### config.mk
export PLATFORM = sky130hd
export DESIGN_NAME = fetch_queue_flat
export DESIGN_NICKNAME = d
export VERILOG_FILES = /design/src/rtl/fetch_queue_pkg.sv /design/src/rtl/fetch_queue_if.sv /design/src/rtl/fq_ptr.sv /design/src/rtl/fetch_queue.sv /design/src/flat_wrapper.sv
export SDC_FILE = /design/constraint.sdc
export NUM_CORES = 1
export LEC_CHECK = 0
export CAP_MARGIN = 0
export CORE_MARGIN = 2
export CORE_UTILIZATION = 60
export CTS_BUF_LIST = sky130_fd_sc_hd__clkbuf_4 sky130_fd_sc_hd__clkbuf_8
export DETAILED_ROUTE_END_ITERATION = 10
export GPL_ROUTABILITY_DRIVEN = 0
export GPL_TIMING_DRIVEN = 0
export MAX_ROUTING_LAYER = met4
export PLACE_DENSITY = 0.92
export SLEW_MARGIN = 20
export SYNTH_ARGS = -nofsm -noshare
export SYNTH_HDL_FRONTEND = slang
export SYNTH_SLANG_ARGS = --single-unit
export TNS_END_PERCENT = 50
### constraint.sdc
create_clock -name clk -period 4.63 [get_ports clk]
set_input_delay 0.6945 -clock clk [delete_from_list [all_inputs] [get_ports clk]]
set_output_delay 0.6945 -clock clk [all_outputs]
set_load 0.01 [all_outputs]
### src/rtl/fetch_queue_pkg.sv
// fetch_queue_pkg
//   Shared constants and types for the fetch-to-decode instruction queue.
//   RESET_PC / NOP_INSTR are what the head outputs show whenever the queue
//   is empty, so decode sees a harmless NOP at the boot PC.
package fetch_queue_pkg;

  localparam int          DEPTH_DEFAULT = 4;
  localparam logic [31:0] RESET_PC      = 32'h0000_3000;
  localparam logic [31:0] NOP_INSTR     = 32'h0000_0000;

  // One queue slot: the fetched PC together with its instruction word.
  typedef struct packed {
    logic [31:0] pc;
    logic [31:0] instr;
  } fq_entry_t;

endpackage

### src/rtl/fetch_queue_if.sv
// fetch_queue_if
//   Bundles the fetch-side push port, the decode-side pop port and the
//   control-redirect flush into one interface.
//   Ports (signals):
//     in_valid, in_PC, in_instr : fetch presents a PC/instruction pair
//     full                      : queue full, fetch enable = ~full
//     out_ready                 : decode accepts the head entry
//     flush                     : discard every queued entry
//     out_valid, out_PC, out_PC4, out_instr : head entry presented to decode
//     count                     : number of valid entries, 0..DEPTH
//   modport slave  : the queue itself
//   modport master : the surrounding pipeline (fetch, decode, redirect)
interface fetch_queue_if #(
  parameter int AW = 2
);

  logic        in_valid;
  logic [31:0] in_PC;
  logic [31:0] in_instr;
  logic        full;
  logic        out_ready;
  logic        flush;
  logic        out_valid;
  logic [31:0] out_PC;
  logic [31:0] out_PC4;
  logic [31:0] out_instr;
  logic [AW:0] count;

  modport slave (
    input  in_valid, in_PC, in_instr, out_ready, flush,
    output full, out_valid, out_PC, out_PC4, out_instr, count
  );

  modport master (
    output in_valid, in_PC, in_instr, out_ready, flush,
    input  full, out_valid, out_PC, out_PC4, out_instr, count
  );

endinterface

### src/rtl/fq_ptr.sv
// fq_ptr
//   AW-bit modulo-2**AW pointer with synchronous reset, synchronous clear
//   and increment enable. Used for both the write and the read pointer.
//   Ports:
//     clk   : clock
//     reset : synchronous active-high reset (ptr -> 0)
//     clear : synchronous clear (ptr -> 0), same effect as reset
//     inc   : advance the pointer by one
//     ptr   : current pointer value
module fq_ptr #(
  parameter int AW = 2
) (
  input  logic          clk,
  input  logic          reset,
  input  logic          clear,
  input  logic          inc,
  output logic [AW-1:0] ptr
);

  always_ff @(posedge clk) begin
    // NOTE: sequential state uses <= so every flop samples pre-edge values.
    if (reset || clear) begin
      ptr <= '0;
    end else if (inc) begin
      // Queue depth is a power of two, so natural overflow is the wrap.
      ptr <= ptr + 1'b1;
    end
  end

endmodule

### src/rtl/fetch_queue.sv
// fetch_queue
//   In-order instruction queue between fetch and decode. Each accepted
//   {PC, instr} pair is written at the tail; decode sees the oldest entry
//   at the head. Fetch keeps filling while decode stalls, until full.
//   A flush empties the queue; reset has priority over flush.
//   Ports:
//     clk   : clock, all state changes on the rising edge
//     reset : synchronous active-high reset
//     q     : fetch_queue_if.slave (push, pop, flush, status, head entry)
//   Parameters:
//     DEPTH : number of entries (power of two, >= 2)
//     AW    : log2(DEPTH); must match the AW of the connected interface
module fetch_queue
  import fetch_queue_pkg::*;
#(
  parameter int DEPTH = DEPTH_DEFAULT,
  parameter int AW    = $clog2(DEPTH)
) (
  input  logic         clk,
  input  logic         reset,
  fetch_queue_if.slave q
);

  localparam logic [AW:0] CNT_FULL = (AW + 1)'(DEPTH);

  fq_entry_t         mem [DEPTH];
  fq_entry_t         head;
  logic [AW-1:0]     wp;
  logic [AW-1:0]     rp;
  logic [AW:0]       cnt;
  logic              push;
  logic              pop;
  logic [31:0]       head_pc;

  // full and out_valid come only from the cnt register, so there is no
  // combinational path from out_ready (or in_valid) back to full.
  assign q.full      = (cnt == CNT_FULL);
  assign q.out_valid = (cnt != '0);
  assign q.count     = cnt;

  // A push is refused while full even if decode pops the same cycle;
  // a flush discards any same-cycle push or pop.
  assign push = q.in_valid  && !q.full && !q.flush;
  assign pop  = q.out_valid && q.out_ready && !q.flush;

  fq_ptr #(.AW(AW)) u_wp (
    .clk   (clk),
    .reset (reset),
    .clear (q.flush),
    .inc   (push),
    .ptr   (wp)
  );

  fq_ptr #(.AW(AW)) u_rp (
    .clk   (clk),
    .reset (reset),
    .clear (q.flush),
    .inc   (pop),
    .ptr   (rp)
  );

  // NOTE: the storage array carries no reset; cnt alone decides which
  // slots are meaningful, so its contents are never observed stale.
  always_ff @(posedge clk) begin
    if (push) begin
      mem[wp] <= '{pc: q.in_PC, instr: q.in_instr};
    end
  end

  always_ff @(posedge clk) begin
    if (reset || q.flush) begin
      cnt <= '0;
    end else begin
      case ({push, pop})
        2'b10:   cnt <= cnt + 1'b1;
        2'b01:   cnt <= cnt - 1'b1;
        default: cnt <= cnt;
      endcase
    end
  end

  // Head is read straight from storage; no bypass from in_* exists, so a
  // pushed entry is visible no earlier than the cycle after its push.
  assign head        = mem[rp];
  assign head_pc     = q.out_valid ? head.pc : RESET_PC;
  assign q.out_PC    = head_pc;
  assign q.out_PC4   = head_pc + 32'd4;
  assign q.out_instr = q.out_valid ? head.instr : NOP_INSTR;

endmodule

### src/flat_wrapper.sv
// flat-port wrapper written by rule: the top's interface ports become plain ports
module fetch_queue_flat import fetch_queue_pkg::*;
#(
  parameter int DEPTH = DEPTH_DEFAULT,
  parameter int AW    = $clog2(DEPTH)
)
  (clk, reset, q_in_valid, q_in_PC, q_in_instr, q_out_ready, q_flush, q_full, q_out_valid, q_out_PC, q_out_PC4, q_out_instr, q_count);
  fetch_queue_if #(.AW(AW)) q_i ();
  input  logic clk;
  input  logic reset;
  input wire logic [$bits(q_i.in_valid)-1:0] q_in_valid;
  input wire logic [$bits(q_i.in_PC)-1:0] q_in_PC;
  input wire logic [$bits(q_i.in_instr)-1:0] q_in_instr;
  input wire logic [$bits(q_i.out_ready)-1:0] q_out_ready;
  input wire logic [$bits(q_i.flush)-1:0] q_flush;
  output wire logic [$bits(q_i.full)-1:0] q_full;
  output wire logic [$bits(q_i.out_valid)-1:0] q_out_valid;
  output wire logic [$bits(q_i.out_PC)-1:0] q_out_PC;
  output wire logic [$bits(q_i.out_PC4)-1:0] q_out_PC4;
  output wire logic [$bits(q_i.out_instr)-1:0] q_out_instr;
  output wire logic [$bits(q_i.count)-1:0] q_count;
  assign q_i.in_valid = q_in_valid;
  assign q_i.in_PC = q_in_PC;
  assign q_i.in_instr = q_in_instr;
  assign q_i.out_ready = q_out_ready;
  assign q_i.flush = q_flush;
  assign q_full = q_i.full;
  assign q_out_valid = q_i.out_valid;
  assign q_out_PC = q_i.out_PC;
  assign q_out_PC4 = q_i.out_PC4;
  assign q_out_instr = q_i.out_instr;
  assign q_count = q_i.count;
  fetch_queue #(.DEPTH(DEPTH), .AW(AW)) u_core (.clk(clk), .reset(reset), .q(q_i));
endmodule
-- After elaboration in Yosys (flattened, before gate mapping)
Memories as Yosys holds them, arrays and structs flattened. A register that Yosys moved wholly into a read port is not among the register bits.
Index checks and enable logic that the tools add are counted.
- register bits after elaboration: 7
- RAM bits: 256
- input port bits: 69
- output and inout bits: 101
- word-level logic and storage cells: 28
- memories: 1
- add/sub/neg operators: 5
- eq/ne operators: 3
- muxes and demuxes: 7
- reductions and logical operators: 9
- memory list (memory ; depth ; width ; rd ports ; clocked after Yosys merged registers in ; wr ports ; RTL line ; source):
    u_core.mem ; 4 ; 64 ; 1 ; 1 ; 1 ; fetch_queue.sv:26 ; fq_entry_t mem [DEPTH];
- operators by type and width (cell ; count):
    $mux 32 ; 2
    $add 32x3->32 const B ; 1
    $pmux 3 s2 ; 1
    $add 2x1->2 const B ; 2
    $logic_and 1x1->1 ; 4
    $mux 2 ; 2
    $add 3x1->3 const B ; 1
    $eq 3x3->1 const B ; 1
    $reduce_bool 3->1 ; 1
    $sub 3x1->3 const B ; 1
    $eq 2x1->1 const B ; 1
    $eq 2x2->1 const B ; 1
    $logic_not 1->1 ; 2
    $mux 1 ; 2
    $reduce_bool 2->1 ; 1
    $logic_or 1x1->1 ; 1

-- Logic depth before layout (Yosys ltp)
- depth after elaboration: 6
- gate-level depth with buffers: 11
- mapped depth without buffers: 11

-- Cells and area by module
Synthesis repeated with hierarchy kept, for this count alone.
- cells, all modules: 565
- area total of the unflattened synthesis: 10876.7 um^2
- modules (own cells, without submodules) (module ; instances ; cells each ; area an instance (um^2)):
    fetch_queue ; 1 ; 551 ; 10709.0
    fq_ptr ; 2 ; 7 ; 83.8

-- Worst setup path after synthesis
Ideal clock, no wire load.
- path kind: reg-to-output
- from: register u_core.cnt[0], in the netlist u_core.q.count[0]
- to: output q_out_PC4[26]
- data arrival time: 2695 ps
- data required time: 3936 ps
- setup slack: 1240 ps
- stages on the path, launching flop included: 12
- cells stage by stage: dfxtp_1 > nor3_2 > inv_1 > clkbuf_1 > clkbuf_1 > nand2_1 > inv_1 > ha_1 > o2111a_1 > nand4_4 > nor4_2 > xor2_1
- word-level cells in the longest chain between the ends: 3
- RTL lines (item ; RTL line ; source):
    start: declaration ; fetch_queue.sv:30 ; logic [AW:0] cnt;
    start signal: assignment ; fetch_queue.sv:75 ; 2'b10: cnt <= cnt + 1'b1;
    start signal: assignment ; fetch_queue.sv:76 ; 2'b01: cnt <= cnt - 1'b1;
    start signal: assignment ; fetch_queue.sv:77 ; default: cnt <= cnt;
    $reduce_bool 3->1 ; fetch_queue.sv:38 ; assign q.out_valid = (cnt != '0);
    via q_out_valid ; flat_wrapper.sv:17 ; output wire logic [$bits(q_i.out_valid)-1:0] q_out_valid;
    $mux 32 ; fetch_queue.sv:85 ; assign head_pc = q.out_valid ? head.pc : RESET_PC;
    via q_out_PC[2] ; flat_wrapper.sv:18 ; output wire logic [$bits(q_i.out_PC)-1:0] q_out_PC;
    $add 32x3->32 ; fetch_queue.sv:87 ; assign q.out_PC4 = head_pc + 32'd4;
    end: declaration ; flat_wrapper.sv:19 ; output wire logic [$bits(q_i.out_PC4)-1:0] q_out_PC4;
The timed path passes the listed nets, and every way through them passes these cells.

==> metrics <==
Non-Filler Instances=1098; highest-count cells in the layout ignoring fill and taps=256 x edfxtp_1, 169 x clkdlybuf4s50_1, 54 x mux4_2, 49 x and2_1, 41 x clkbuf_8; Final period util=between 90% and 100%; worst path arrival time=around 3.7 ns; Setup CP Type=reg -> out; worst hold slack=approximately 0.55 ns; clock share of power=37.1%; layout cells sized above 1=around 18%; library cells used by synthesis=55; design area=~14000 um2; Critical path buffers and inverters=4; total grt overflow=0; CTS tree=yes; required time worst endpoint=3.94 ns; Gate Count Post-Synth=a little over 600; Max Clock Freq=roughly 230 MHz; fin crit period=4.398 ns; Seq/Total Area, Yosys=69.93%; NetSw=0.9988 mW; DRC viols=0; Synth Register Bits=around 270; Lkg Pwr=4.640 nW; CP endpoint kind=primary output; Vias=about 6700; crit-path cells=buf_6, buf_6, mux4_2, nand2_1, inv_1, ha_1, o2111a_1, nand4_4, nor4_4, xor2_1, clkdlybuf4s50_1; initial antenna violation count=3; hpwl dp=16840 um; Avg WL per Cell=between 20 and 25 um; vias per std cell=between 6 and 7; Final Max Tran Viols=0; Net Sw Frac=about a fifth; top post-synthesis cells by area=edfxtp_1 68%, mux4_2 11%, and2_1 2.9%; CP max FO=10; slew at the pin closest to its max-slew limit=0.8279 ns; Pwr Density=~340 nW/um2; P_int=3.737 mW; post-route ant nets=0; critical path launch point type=flop; Final Net Count=just over 900; Worst Skew=0.01494 ns; All-Layer GR Usage=between 20% and 30%; vias in the first global route=between 7000 and 8000; number of max-cap violations=0; total core area=~19000 um2; Clk Tree Root Cell=clkbuf_8; DP Worst Slack=-0.03584 ns; status=completed; Worst Hold Class=reg -> reg; crit-path leading delay family=buffers and inverters; Syn. warnings=0; maximum VDD drop=~0.00036 V; Main synth FF type=edfxtp_1; RSZ-0062 raised after global routing=false; IO Port Bufs=169; initial core utilization=between 60% and 70%; share of the synthesized area in the top cell type=68.33%; Post-Syn Area per Cell=between 15 and 20 um2; Post-Place Cells=slightly above 1000; Worst-path clk slew=0.06 ns; first-pass GRT wire length=about 39000 um; Final Worst Setup Slack=0.2318 ns; first-pass iteration count of the detailed router=5; Area Overhead vs Synth=25.30%; Final Hold Viols=0; Critical Path Max Stage Delay=about 0.56 ns; clk buf depth=3; Die Span Y=between 100 and 150 um; die width=~140 um; DRT Wirelength=~25000 um; # IOs=170; ys async rst share=0%; Post-CTS Hold Fix Bufs=0; Max H-tree Level=2; total clock sinks=roughly 270; worst-skew pair later-pin latency=around 0.53 ns; slowest CP cell=clkdlybuf4s50_1; DR iter-0 viols=between 500 and 600; # rows=50; CTS Buf Count=41; Die ar.=19860 um2; Post-CTS Setup Bufs=0; synthesized cell area=11250 um2; CP dominant cell by count=buf_6; Reg power frac=between 50% and 60%; total nets after synthesis=between 600 and 700; largest net degree at the start of global routing=49; most common cell after layout, fill and taps aside=edfxtp_1; final setup fails=0; slew margin rel.=between 40% and 50%; Post-synth EDFFs=roughly 260; Synth area leader=edfxtp_1; Comb pwr share=under 10%; dpl cell area=roughly 13000 um2
[path summary, 6_finish.rpt]
check | startpoint | endpoint | slack, ns | cells past startpoint
setup reg to reg | u_core.q.count[0] | u_core.q.count[2] | 2.19 | 8
hold / removal | u_core.q.count[2] | u_core.q.count[2] | 0.55 | 2
hold reg to reg | u_core.q.count[2] | u_core.q.count[2] | 0.55 | 2
setup / recovery | flop | q_out_PC4[30] | 0.23 | 11
[routing by layer]
layer | global-route usage, % | vias up | share of wire [%]
met3 | 7.439 | 64 | 9.6
met4 | 9.737 | 0 | 2.9
li1 | - | 2890 | -
met1 | 31.20 | 3327 | 36
met5 | - | - | 0
met2 | 44.83 | 389 | 51
[synthesized netlist by cell type (2+ instances only)]
master and count:
edfxtp_1 256, mux4_2 54, and2_1 53, nand2_1 39, nor2_1 18, inv_1 16, xor2_1 16, xnor2_1 14
nand3_1 12, clkbuf_1 10, mux4_1 10, dfxtp_1 9, buf_4 8, a211oi_1 7, buf_2 7, o21ai_0 7
a21oi_1 6, ha_1 6, mux2i_1 6, nand4_1 4, nor2b_1 4, nor3_1 4, buf_6 3, nor4_2 3
o2111a_1 3, o211ai_1 3, or3_1 3, and2_0 2, and3_1 2, and3b_1 2, and4_1 2, nand4_4 2
nand4b_1 2, nor2_2 2, nor3_2 2, nor3b_1 2, or2_2 2
[flip-flops by register name, indices dropped and copies added (netlist names), named ones only]
register and flops:
u_core.mem 256, u_core.q.count 3, u_core.u_rp.ptr 2, u_core.u_wp.ptr 2
[worst min-delay path, cell delays in order (launching register included)]
cell,delay (ns)
dfxtp_1,0.34
o21ai_0,0.09
a21oi_1,0.06
[cell type report]
type	count	area (um2)
Tap cell	234	292.8
Clock buffer	52	646.9
Inverter	17	68.82
Timing Repair Buffer	173	1802
Fill cell	1028	4483
Sequential cell	265	7868
Buffer	27	162.7
Antenna cell	3	7.507
Clock inverter	19	83.83
Multi-Input combinational cell	308	3166
[through the flow]
stage                     utilization [%]  setup TNS, ns  power (mW)
after detailed placement            71.88       -0.03584       3.024
after CTS                           75.77              0       4.766
after global routing                75.87              0       4.880
final                               75.87              0       4.736
after floorplan                         -              0       2.848
after global placement              71.23              0       3.008
[kinds of logic (layout without fill, tap and decap cells)]
| group | after synthesis | count (layout) | share of synthesized area, % |
|---|---|---|---|
| adders and majority gates | 7 | 7 | 0.8452 |
| AOI/OAI and AO/OA | 32 | 32 | 2.146 |
| xor gates and xnor gates | 30 | 30 | 2.335 |
| DFF | 265 | 265 | 69.93 |
| muxes | 71 | 71 | 13.78 |
| buffers and inverters | 46 | 288 | 2.102 |
| other | 0 | 3 | 0 |
| and+or+nand+nor | 168 | 168 | 8.863 |
[power groups by stage]
stage / Clock, mW / Sequential (mW) / Combinational [mW]
after floorplan: 0 / 2.73 / 0.114
after global placement: 0 / 2.74 / 0.272
after detailed placement: 0 / 2.74 / 0.289
after CTS: 1.79 / 2.69 / 0.291
after global routing: 1.88 / 2.69 / 0.311
final: 1.76 / 2.69 / 0.292
[repair_timing]
| item | CTS | global route |
|---|---|---|
| resized for setup | 1 | 3 |
| setup endpoints to repair | 12 | 3 |
| gates cloned | 0 | 0 |
Note: power is estimated with default switching activity, not from simulation.
